<file path="src/rtl/sid_svf_mc_if.sv">
// ---------------------------------------------------------------------------
// sid_svf_mc_if
// Groups the sample-set handshake, register inputs and mixed output of the
// SID state-variable filter/mixer into one bundle.
//   master : the voice side; drives in_valid, voices, ext_in, fc, res, filt,
//            mode, v3off and vol, and receives in_ready, sound and out_valid
//   slave  : the filter/mixer (sid_svf_mc)
// Parameters NV, DW and AW must match those of the attached sid_svf_mc.
// ---------------------------------------------------------------------------
interface sid_svf_mc_if #(
  parameter int NV = 3,
  parameter int DW = 12,
  parameter int AW = 18
);
  logic                 in_valid;
  logic                 in_ready;
  logic [NV*DW-1:0]     voices;
  logic [DW-1:0]        ext_in;
  logic [10:0]          fc;
  logic [3:0]           res;
  logic [NV:0]          filt;
  logic [2:0]           mode;
  logic                 v3off;
  logic [3:0]           vol;
  logic signed [AW-1:0] sound;
  logic                 out_valid;

  modport master (
    output in_valid, voices, ext_in, fc, res, filt, mode, v3off, vol,
    input  in_ready, sound, out_valid
  );

  modport slave (
    input  in_valid, voices, ext_in, fc, res, filt, mode, v3off, vol,
    output in_ready, sound, out_valid
  );
endinterface

</file>
<file path="src/rtl/sid_svf_mc.sv">
// ---------------------------------------------------------------------------
// sid_svf_mc
// SID state-variable filter and output mixer for NV voices plus one external
// input (channel NV). Each accepted sample set is processed by a time-
// multiplexed sequence:
//   IDLE -> COEF -> MIX(k=0..NV) -> BP -> LP -> HP -> FSUM -> VOL -> IDLE
// Every product term uses the same signed AW x AW multiplier.
// out_valid pulses NV+7 clocks after the accept edge, and sound changes in
// that same cycle. The next sample can be accepted NV+8 clocks after the
// previous one.
//
// Ports
//   clk   : clock
//   rst   : synchronous reset, active-high
//   bus   : sid_svf_mc_if.slave
//           in_valid/in_ready  sample-set handshake (in_ready only in IDLE)
//           voices, ext_in     unsigned offset-binary samples
//           fc, res            cutoff and resonance register values
//           filt               bit k routes channel k through the filter
//           mode               {hp, bp, lp} filter output select
//           v3off              mutes voice 2 when it is not filtered
//           vol                master volume 0..15
//           sound, out_valid   signed mixed output and its one-cycle strobe
//
// Configuration macro SID_SVF_SAT_EN
//   defined   : state updates and sound saturate to the signed AW range
//   undefined : state registers wrap modulo 2^AW; if the scaled output does
//               not fit in AW bits, sound keeps its previous value
// Requires AW > DW + 2 and AW >= 18, so that the cutoff constant and the
// shifted voice samples fit.
// ---------------------------------------------------------------------------
module sid_svf_mc #(
  parameter int NV = 3,
  parameter int DW = 12,
  parameter int AW = 18
) (
  input  logic        clk,
  input  logic        rst,
  sid_svf_mc_if.slave bus
);

  localparam int KW = $clog2(NV + 1);
  // Width that holds any sum or difference of a full product and AW terms.
  localparam int WW = 2 * AW + 2;
  localparam logic signed [WW-1:0] MAX_W = {{(WW-AW+1){1'b0}}, {(AW-1){1'b1}}};
  localparam logic signed [WW-1:0] MIN_W = {{(WW-AW+1){1'b1}}, {(AW-1){1'b0}}};
  localparam logic signed [AW-1:0] W0_K  = AW'(82355);

  typedef enum logic [2:0] {
    S_IDLE,
    S_COEF,
    S_MIX,
    S_BP,
    S_LP,
    S_HP,
    S_FSUM,
    S_VOL
  } state_t;

  state_t state, state_nxt;

  // Input set captured at the accept edge.
  logic [NV*DW-1:0] voices_q;
  logic [DW-1:0]    ext_q;
  logic [10:0]      fc_q;
  logic [3:0]       res_q;
  logic [NV:0]      filt_q;
  logic [2:0]       mode_q;
  logic             v3off_q;
  logic [3:0]       vol_q;

  logic [KW-1:0]        k;
  logic signed [AW-1:0] w0, q;
  logic signed [AW-1:0] vi, vnf, vf;
  logic signed [AW-1:0] vhp, vbp, vlp;
  logic signed [AW-1:0] sound_q;
  logic                 out_valid_q;
  logic                 in_ready_c;

  logic [DW-1:0]          samp;
  logic signed [DW-1:0]   samp_off;
  logic signed [AW-1:0]   s_mix;
  logic [11:0]            fc_inc;
  logic signed [AW-1:0]   mix_sum;
  logic signed [WW-1:0]   fsum;
  logic signed [AW-1:0]   mul_a, mul_b;
  logic signed [2*AW-1:0] mul_p;
  logic signed [WW-1:0]   scaled;

  function automatic logic signed [WW-1:0] ext_aw(input logic signed [AW-1:0] x);
    return {{(WW-AW){x[AW-1]}}, x};
  endfunction

  function automatic logic signed [WW-1:0] ext_pr(input logic signed [2*AW-1:0] x);
    return {{(WW-2*AW){x[2*AW-1]}}, x};
  endfunction

  // Brings a wide intermediate result back into an AW-bit register.
  function automatic logic signed [AW-1:0] fit(input logic signed [WW-1:0] v);
`ifdef SID_SVF_SAT_EN
    if (v > MAX_W)      return MAX_W[AW-1:0];
    else if (v < MIN_W) return MIN_W[AW-1:0];
    else                return v[AW-1:0];
`else
    return v[AW-1:0];
`endif
  endfunction

  // Resonance feedback gain, round(1448 * 2^(-r/8)); 1024 is unity.
  function automatic logic [10:0] qtab(input logic [3:0] r);
    logic [10:0] v;
    case (r)
      4'd0:    v = 11'd1448;
      4'd1:    v = 11'd1328;
      4'd2:    v = 11'd1218;
      4'd3:    v = 11'd1117;
      4'd4:    v = 11'd1024;
      4'd5:    v = 11'd939;
      4'd6:    v = 11'd861;
      4'd7:    v = 11'd790;
      4'd8:    v = 11'd724;
      4'd9:    v = 11'd664;
      4'd10:   v = 11'd609;
      4'd11:   v = 11'd558;
      4'd12:   v = 11'd512;
      4'd13:   v = 11'd469;
      4'd14:   v = 11'd430;
      default: v = 11'd395;
    endcase
    return v;
  endfunction

  // Channel k sample: voices 0..NV-1, then ext_in as channel NV.
  always_comb begin
    samp = ext_q;
    for (int i = 0; i < NV; i++) begin
      if (int'(k) == i) samp = voices_q[i*DW +: DW];
    end
  end

  // Flipping the MSB removes the 2^(DW-1) offset; then scale by 4.
  assign samp_off = {~samp[DW-1], samp[DW-2:0]};
  assign s_mix    = {{(AW-DW-2){samp_off[DW-1]}}, samp_off, 2'b00};
  assign fc_inc   = {1'b0, fc_q} + 12'd1;
  assign mix_sum  = fit(ext_aw(vnf) + ext_aw(vf));

  // Filter output selection for the FSUM step.
  always_comb begin
    fsum = '0;
    if (mode_q[0]) fsum = fsum + ext_aw(vlp);
    if (mode_q[1]) fsum = fsum + ext_aw(vbp);
    if (mode_q[2]) fsum = fsum + ext_aw(vhp);
  end

  // Operand steering for the shared multiplier.
  always_comb begin
    mul_a = '0;
    mul_b = '0;
    case (state)
      S_COEF: begin
        mul_a = W0_K;
        mul_b = {{(AW-12){1'b0}}, fc_inc};
      end
      S_BP: begin
        mul_a = w0;
        mul_b = vhp;
      end
      S_LP: begin
        mul_a = w0;
        mul_b = vbp;
      end
      S_HP: begin
        mul_a = q;
        mul_b = vbp;
      end
      S_VOL: begin
        mul_a = mix_sum;
        mul_b = {{(AW-4){1'b0}}, vol_q};
      end
      default: ;
    endcase
  end

  assign mul_p  = mul_a * mul_b;
  assign scaled = ext_pr(mul_p >>> 3);

  // State register.
  always_ff @(posedge clk) begin
    if (rst) state <= S_IDLE;
    else     state <= state_nxt;
  end

  // Next-state and handshake logic.
  always_comb begin
    state_nxt  = state;
    in_ready_c = 1'b0;
    case (state)
      S_IDLE: begin
        in_ready_c = 1'b1;
        if (bus.in_valid) state_nxt = S_COEF;
      end
      S_COEF:  state_nxt = S_MIX;
      S_MIX:   if (int'(k) == NV) state_nxt = S_BP;
      S_BP:    state_nxt = S_LP;
      S_LP:    state_nxt = S_HP;
      S_HP:    state_nxt = S_FSUM;
      S_FSUM:  state_nxt = S_VOL;
      S_VOL:   state_nxt = S_IDLE;
      default: state_nxt = S_IDLE;
    endcase
  end

  // Datapath. BP uses the previous sample's Vhp, while LP and HP use the Vbp
  // that BP just produced. Sound and out_valid are registered together when
  // leaving VOL.
  always_ff @(posedge clk) begin
    if (rst) begin
      voices_q    <= '0;
      ext_q       <= '0;
      fc_q        <= '0;
      res_q       <= '0;
      filt_q      <= '0;
      mode_q      <= '0;
      v3off_q     <= 1'b0;
      vol_q       <= '0;
      k           <= '0;
      w0          <= '0;
      q           <= '0;
      vi          <= '0;
      vnf         <= '0;
      vf          <= '0;
      vhp         <= '0;
      vbp         <= '0;
      vlp         <= '0;
      sound_q     <= '0;
      out_valid_q <= 1'b0;
    end else begin
      out_valid_q <= 1'b0;
      case (state)
        S_IDLE: begin
          if (bus.in_valid) begin
            voices_q <= bus.voices;
            ext_q    <= bus.ext_in;
            fc_q     <= bus.fc;
            res_q    <= bus.res;
            filt_q   <= bus.filt;
            mode_q   <= bus.mode;
            v3off_q  <= bus.v3off;
            vol_q    <= bus.vol;
          end
        end
        S_COEF: begin
          w0  <= mul_p[AW+11:12];
          q   <= {{(AW-11){1'b0}}, qtab(res_q)};
          vi  <= '0;
          vnf <= '0;
          k   <= '0;
        end
        S_MIX: begin
          if (filt_q[k])
            vi <= fit(ext_aw(vi) + ext_aw(s_mix));
          else if (!(NV >= 3 && int'(k) == 2 && v3off_q))
            vnf <= fit(ext_aw(vnf) + ext_aw(s_mix));
          k <= k + KW'(1);
        end
        S_BP:   vbp <= fit(ext_aw(vbp) - ext_pr(mul_p >>> 17));
        S_LP:   vlp <= fit(ext_aw(vlp) - ext_pr(mul_p >>> 17));
        S_HP:   vhp <= fit(ext_pr(mul_p >>> 10) - ext_aw(vlp) - ext_aw(vi));
        S_FSUM: vf  <= fit(fsum);
        S_VOL: begin
          out_valid_q <= 1'b1;
`ifdef SID_SVF_SAT_EN
          sound_q <= fit(scaled);
`else
          if (scaled <= MAX_W && scaled >= MIN_W) sound_q <= scaled[AW-1:0];
`endif
        end
        default: ;
      endcase
    end
  end

  assign bus.in_ready  = in_ready_c;
  assign bus.sound     = sound_q;
  assign bus.out_valid = out_valid_q;

endmodule
</file>
<file path="src/flat_wrapper.sv">
// flat-port wrapper written by rule: the top's interface ports become plain ports
module sid_svf_mc_flat 
#(
  parameter int NV = 3,
  parameter int DW = 12,
  parameter int AW = 18
)
  (clk, rst, bus_in_valid, bus_voices, bus_ext_in, bus_fc, bus_res, bus_filt, bus_mode, bus_v3off, bus_vol, bus_in_ready, bus_sound, bus_out_valid);
  sid_svf_mc_if #(.NV(NV), .DW(DW), .AW(AW)) bus_i ();
  input  logic clk;
  input  logic rst;
  input wire logic [$bits(bus_i.in_valid)-1:0] bus_in_valid;
  input wire logic [$bits(bus_i.voices)-1:0] bus_voices;
  input wire logic [$bits(bus_i.ext_in)-1:0] bus_ext_in;
  input wire logic [$bits(bus_i.fc)-1:0] bus_fc;
  input wire logic [$bits(bus_i.res)-1:0] bus_res;
  input wire logic [$bits(bus_i.filt)-1:0] bus_filt;
  input wire logic [$bits(bus_i.mode)-1:0] bus_mode;
  input wire logic [$bits(bus_i.v3off)-1:0] bus_v3off;
  input wire logic [$bits(bus_i.vol)-1:0] bus_vol;
  output wire logic [$bits(bus_i.in_ready)-1:0] bus_in_ready;
  output wire logic [$bits(bus_i.sound)-1:0] bus_sound;
  output wire logic [$bits(bus_i.out_valid)-1:0] bus_out_valid;
  assign bus_i.in_valid = bus_in_valid;
  assign bus_i.voices = bus_voices;
  assign bus_i.ext_in = bus_ext_in;
  assign bus_i.fc = bus_fc;
  assign bus_i.res = bus_res;
  assign bus_i.filt = bus_filt;
  assign bus_i.mode = bus_mode;
  assign bus_i.v3off = bus_v3off;
  assign bus_i.vol = bus_vol;
  assign bus_in_ready = bus_i.in_ready;
  assign bus_sound = bus_i.sound;
  assign bus_out_valid = bus_i.out_valid;
  sid_svf_mc #(.NV(NV), .DW(DW), .AW(AW)) u_core (.clk(clk), .rst(rst), .bus(bus_i));
endmodule
</file>
<file path="config.mk">
export PLATFORM = sky130hd
export DESIGN_NAME = sid_svf_mc_flat
export DESIGN_NICKNAME = d
export VERILOG_FILES = /design/src/rtl/sid_svf_mc_if.sv /design/src/rtl/sid_svf_mc.sv /design/src/flat_wrapper.sv
export SDC_FILE = /design/constraint.sdc
export NUM_CORES = 2
export LEC_CHECK = 0
export CORE_UTILIZATION = 55
export CTS_BUF_LIST = sky130_fd_sc_hd__clkbuf_2
export CTS_CLUSTER_SIZE = 40
export DETAILED_ROUTE_END_ITERATION = 8
export GPL_TIMING_DRIVEN = 1
export MAX_ROUTING_LAYER = met4
export PLACE_DENSITY = 0.7
export SYNTH_ARGS = -nofsm -noshare
export SYNTH_HDL_FRONTEND = slang
export SYNTH_SLANG_ARGS = --single-unit
</file>
<file path="constraint.sdc">
create_clock -name clk -period 11.8 [get_ports clk]
set_input_delay 3.54 -clock clk [delete_from_list [all_inputs] [get_ports clk]]
set_output_delay 3.54 -clock clk [all_outputs]
set_load 0.02 [all_outputs]
</file>
==> results.tsv <==
metric	value	unit
highest fanout seen on the critical path	13	
Distinct cells, synth	86	
total gr overflow	0	
final worst-path cycle share	0.9261	
number of remaining DRC errors	0	
most used flip-flop cell after synthesis	dfxtp_1	
Final Worst Setup Slack	0.8725	ns
number of max-cap violations	0	
floorplan row count	82	
initial antenna violation count	2	
hold buffer count at CTS	0	
outcome	finished clean	
die height	227.7	um
WP data required	12.75	ns
Final Hold Fails	0	
Final Max Tran Viols	0	
first-pass iteration count of the detailed router	6	
Post-Syn Nets	4136	
Setup violations, final	0	
final wirelength	93890	um
share of the synthesized area in the top cell type	0.2507	
port bufs	97	
Hold WC Path Type	reg -> reg	
Syn Area/Cell	8.060	um^2
Critical Path Max Stage Delay	0.58	ns
Synth Cell Area	28030	um^2
most common cell after layout, fill and taps aside	nand2_1	
RR Startpoint	u_core.vnf[3]$_SDFFE_PP0P_	
clock buffer depth	3	
Yosys top cell by area	fa_1	
Starting Density	0.5586	
Worst VDD drop	0.1054	mV
pre-CTS setup slack	0.6366	ns
routability cong.	1.001	
die span in x	227.7	um
Worst Skew	0.07507	ns
Slew @ Worst Pin	1.168	ns
slowest stage cell on the critical path	a21o_1	
crit path capture	u_core.vbp[17]$_SDFFE_PP0N_	
minimum clock period	10.93	ns
layout cells sized above 1	0.06456	
Iteration-0 DRC Markers	2018	
HPWL after DPL	76050	um
register area share after synthesis	0.1657	
Yosys reg bits	232	
RSZ-0062 raised after global routing	no	
area grow syn2layout	8.532	%
WL/cell	21.93	um
clk sinks	232	
fraction of registers with async set/reset	0	
crit start category	register	
dpl cells	4162	
number of I/O pins	98	
Detail Route Antenna Nets	0	
total die area	51860	um^2
GRT Total Usage	0.3762	
Area contributors post-synth	fa_1, dfxtp_1, ha_1	
Setup TNS	0	ns
fillers	4548	
PD cells	63.40	nW/um^2
FF-to-FF setup slack	0.87	ns
Num CTS Buffers	69	
Max-slew headroom	0.2202	
Final Non-Filler Cells	4282	
worst reg-to-reg path cell count	42	
utilization after layout	0.6063	
Ys Warns	0	
routed vias	24980	
H-Tree Depth	3	
Max Fclk	0.09151	GHz
most frequent cells in the layout	nand2_1, inv_1, fa_1, nor2_1, a21oi_1	
vias in the first global route	25420	
Critical Path AT	11.88	ns
first-pass GRT wire length	144300	um
clk_lat worst skew	1.04	ns
Setup CP Type	reg -> reg	
Critical path origin	u_core.vnf[3]$_SDFFE_PP0P_	
CTS Root Cell	clkbuf_2	
Final Net Count	4220	
largest net degree at the start of global routing	97	
CTS tree	built	
reg2reg end	u_core.vbp[17]$_SDFFE_PP0N_	
core area	50170	um^2
number of synthesized flops with an enable pin	0	
Clock transition at path regs	0.12	ns
Pleak	0.01368	uW
via-per-instance ratio	5.834	
synthesized instance count	3477	
CP Capture Type	register	
-- flip-flops by register name, indices dropped and copies added, names as in the netlist, 2 cells and up --
register	count
u_core.q	11
u_core.voices_q	36
u_core.vlp	18
u_core.state	3
u_core.vnf	16
u_core.w0	18
u_core.mode_q	3
u_core.bus.sound	18
u_core.vbp	18
u_core.vi	16
u_core.fc_q	11
u_core.ext_q	12
u_core.vol_q	4
u_core.k	2
u_core.filt_q	4
u_core.res_q	4
u_core.vhp	18
u_core.vf	18
-- cell usage after synthesis, types with 8 or more instances --
| cell | instances |
|---|---|
| ha_1 | 230 |
| a22oi_1 | 30 |
| and2_1 | 32 |
| mux2i_1 | 28 |
| nand4_1 | 10 |
| nor2_1 | 325 |
| xor2_1 | 44 |
| buf_1 | 8 |
| nor3_1 | 39 |
| a22o_1 | 23 |
| a21o_1 | 29 |
| o21bai_1 | 16 |
| a21oi_1 | 295 |
| or3_1 | 16 |
| mux2_2 | 14 |
| nand2b_1 | 46 |
| o22ai_1 | 13 |
| xnor2_1 | 101 |
| o21ai_0 | 100 |
| nand2_1 | 543 |
| inv_1 | 487 |
| dfxtp_1 | 232 |
| nor4_1 | 10 |
| nand3_1 | 49 |
| o211ai_1 | 18 |
| a211oi_1 | 41 |
| and3_1 | 15 |
| nor2b_1 | 41 |
| clkbuf_1 | 137 |
| a31oi_1 | 12 |
| o21a_1 | 20 |
| fa_1 | 351 |
-- critical path, delay by kind of cell (launching register included) --
kind / cells / cell delay [ns]
adder cells (fa/ha/maj): 9 / 4.04
AO/OA/AOI/OAI: 17 / 4.03
AND/OR/NAND/NOR: 7 / 1.19
XOR/XNOR: 3 / 0.69
buffers and inverters: 6 / 0.54
flip-flops: 1 / 0.36
-- worst min-delay path by stage --
stage,start,endpoint,slack [ns],cells past startpoint
floorplan,u_core.ext_q[1]$_SDFFE_PP0P_,u_core.ext_q[1]$_SDFFE_PP0P_,0.43,2
global placement,u_core.filt_q[2]$_SDFFE_PP0P_,u_core.filt_q[2]$_SDFFE_PP0P_,0.44,2
detailed placement,u_core.voices_q[27]$_SDFFE_PP0P_,u_core.voices_q[27]$_SDFFE_PP0P_,0.45,2
CTS,u_core.filt_q[2]$_SDFFE_PP0P_,u_core.filt_q[2]$_SDFFE_PP0P_,0.46,2
global route,u_core.voices_q[34]$_SDFFE_PP0P_,u_core.voices_q[34]$_SDFFE_PP0P_,0.48,2
finish,u_core.v3off_q$_SDFFE_PP0P_,u_core.v3off_q$_SDFFE_PP0P_,0.46,2
-- layer usage --
layer  share of wire  up-vias  GRT usage  wire length, um
met4           0.069        0     0.2278             6453
met2            0.46     1044     0.5915            43560
met1            0.39    12150     0.4573            36900
li1                -    11510          -                -
met5               0        -          -                0
met3           0.074      287    0.05650             6971
-- power by group --
group / internal, uW / switching (uW) / leakage (uW)
registers: 810 / 29.0 / 0.00188
logic: 158 / 264 / 0.0113
clock network: 276 / 391 / 0.000492
-- kinds of logic after synthesis --
kind of cell / synth area share
muxes: 0.01911
adders and majority gates: 0.3534
and+or+nand+nor: 0.1800
xor gates and xnor gates: 0.04531
buffers and inverters: 0.08607
AOI/OAI and AO/OA: 0.1504
DFF: 0.1657
-- metrics by stage --
stage / instance area (um^2) / total power, uW / hold slack (ns)
floorplan: 28030 / 1126 / 0.4318
global placement: 29750 / 1261 / 0.4417
detailed placement: 29750 / 1272 / 0.4474
CTS: 30400 / 1942 / 0.4615
global route: 30420 / 2032 / 0.4758
finish: 30420 / 1928 / 0.4612
-- final cells by class --
type,count,area [um^2],share of cell area
inverter,488,1832,0.06022
clock buffer,102,510.5,0.01678
clock inverter,17,138.9,0.004566
multi-input combinational,2609,20990,0.6902
antenna,1,2.502,0.00008227
sequential,232,4644,0.1527
tap,672,840.8,0.02764
timing repair buffer,161,1455,0.04784
-- repair_timing --
item / 4_1_cts / 5_1_grt
gates resized for setup: 0 / 3
setup endpoints to repair: 0 / 2
setup buffers: 0 / 0
No activity file was read; power rests on OpenSTA's default activity.
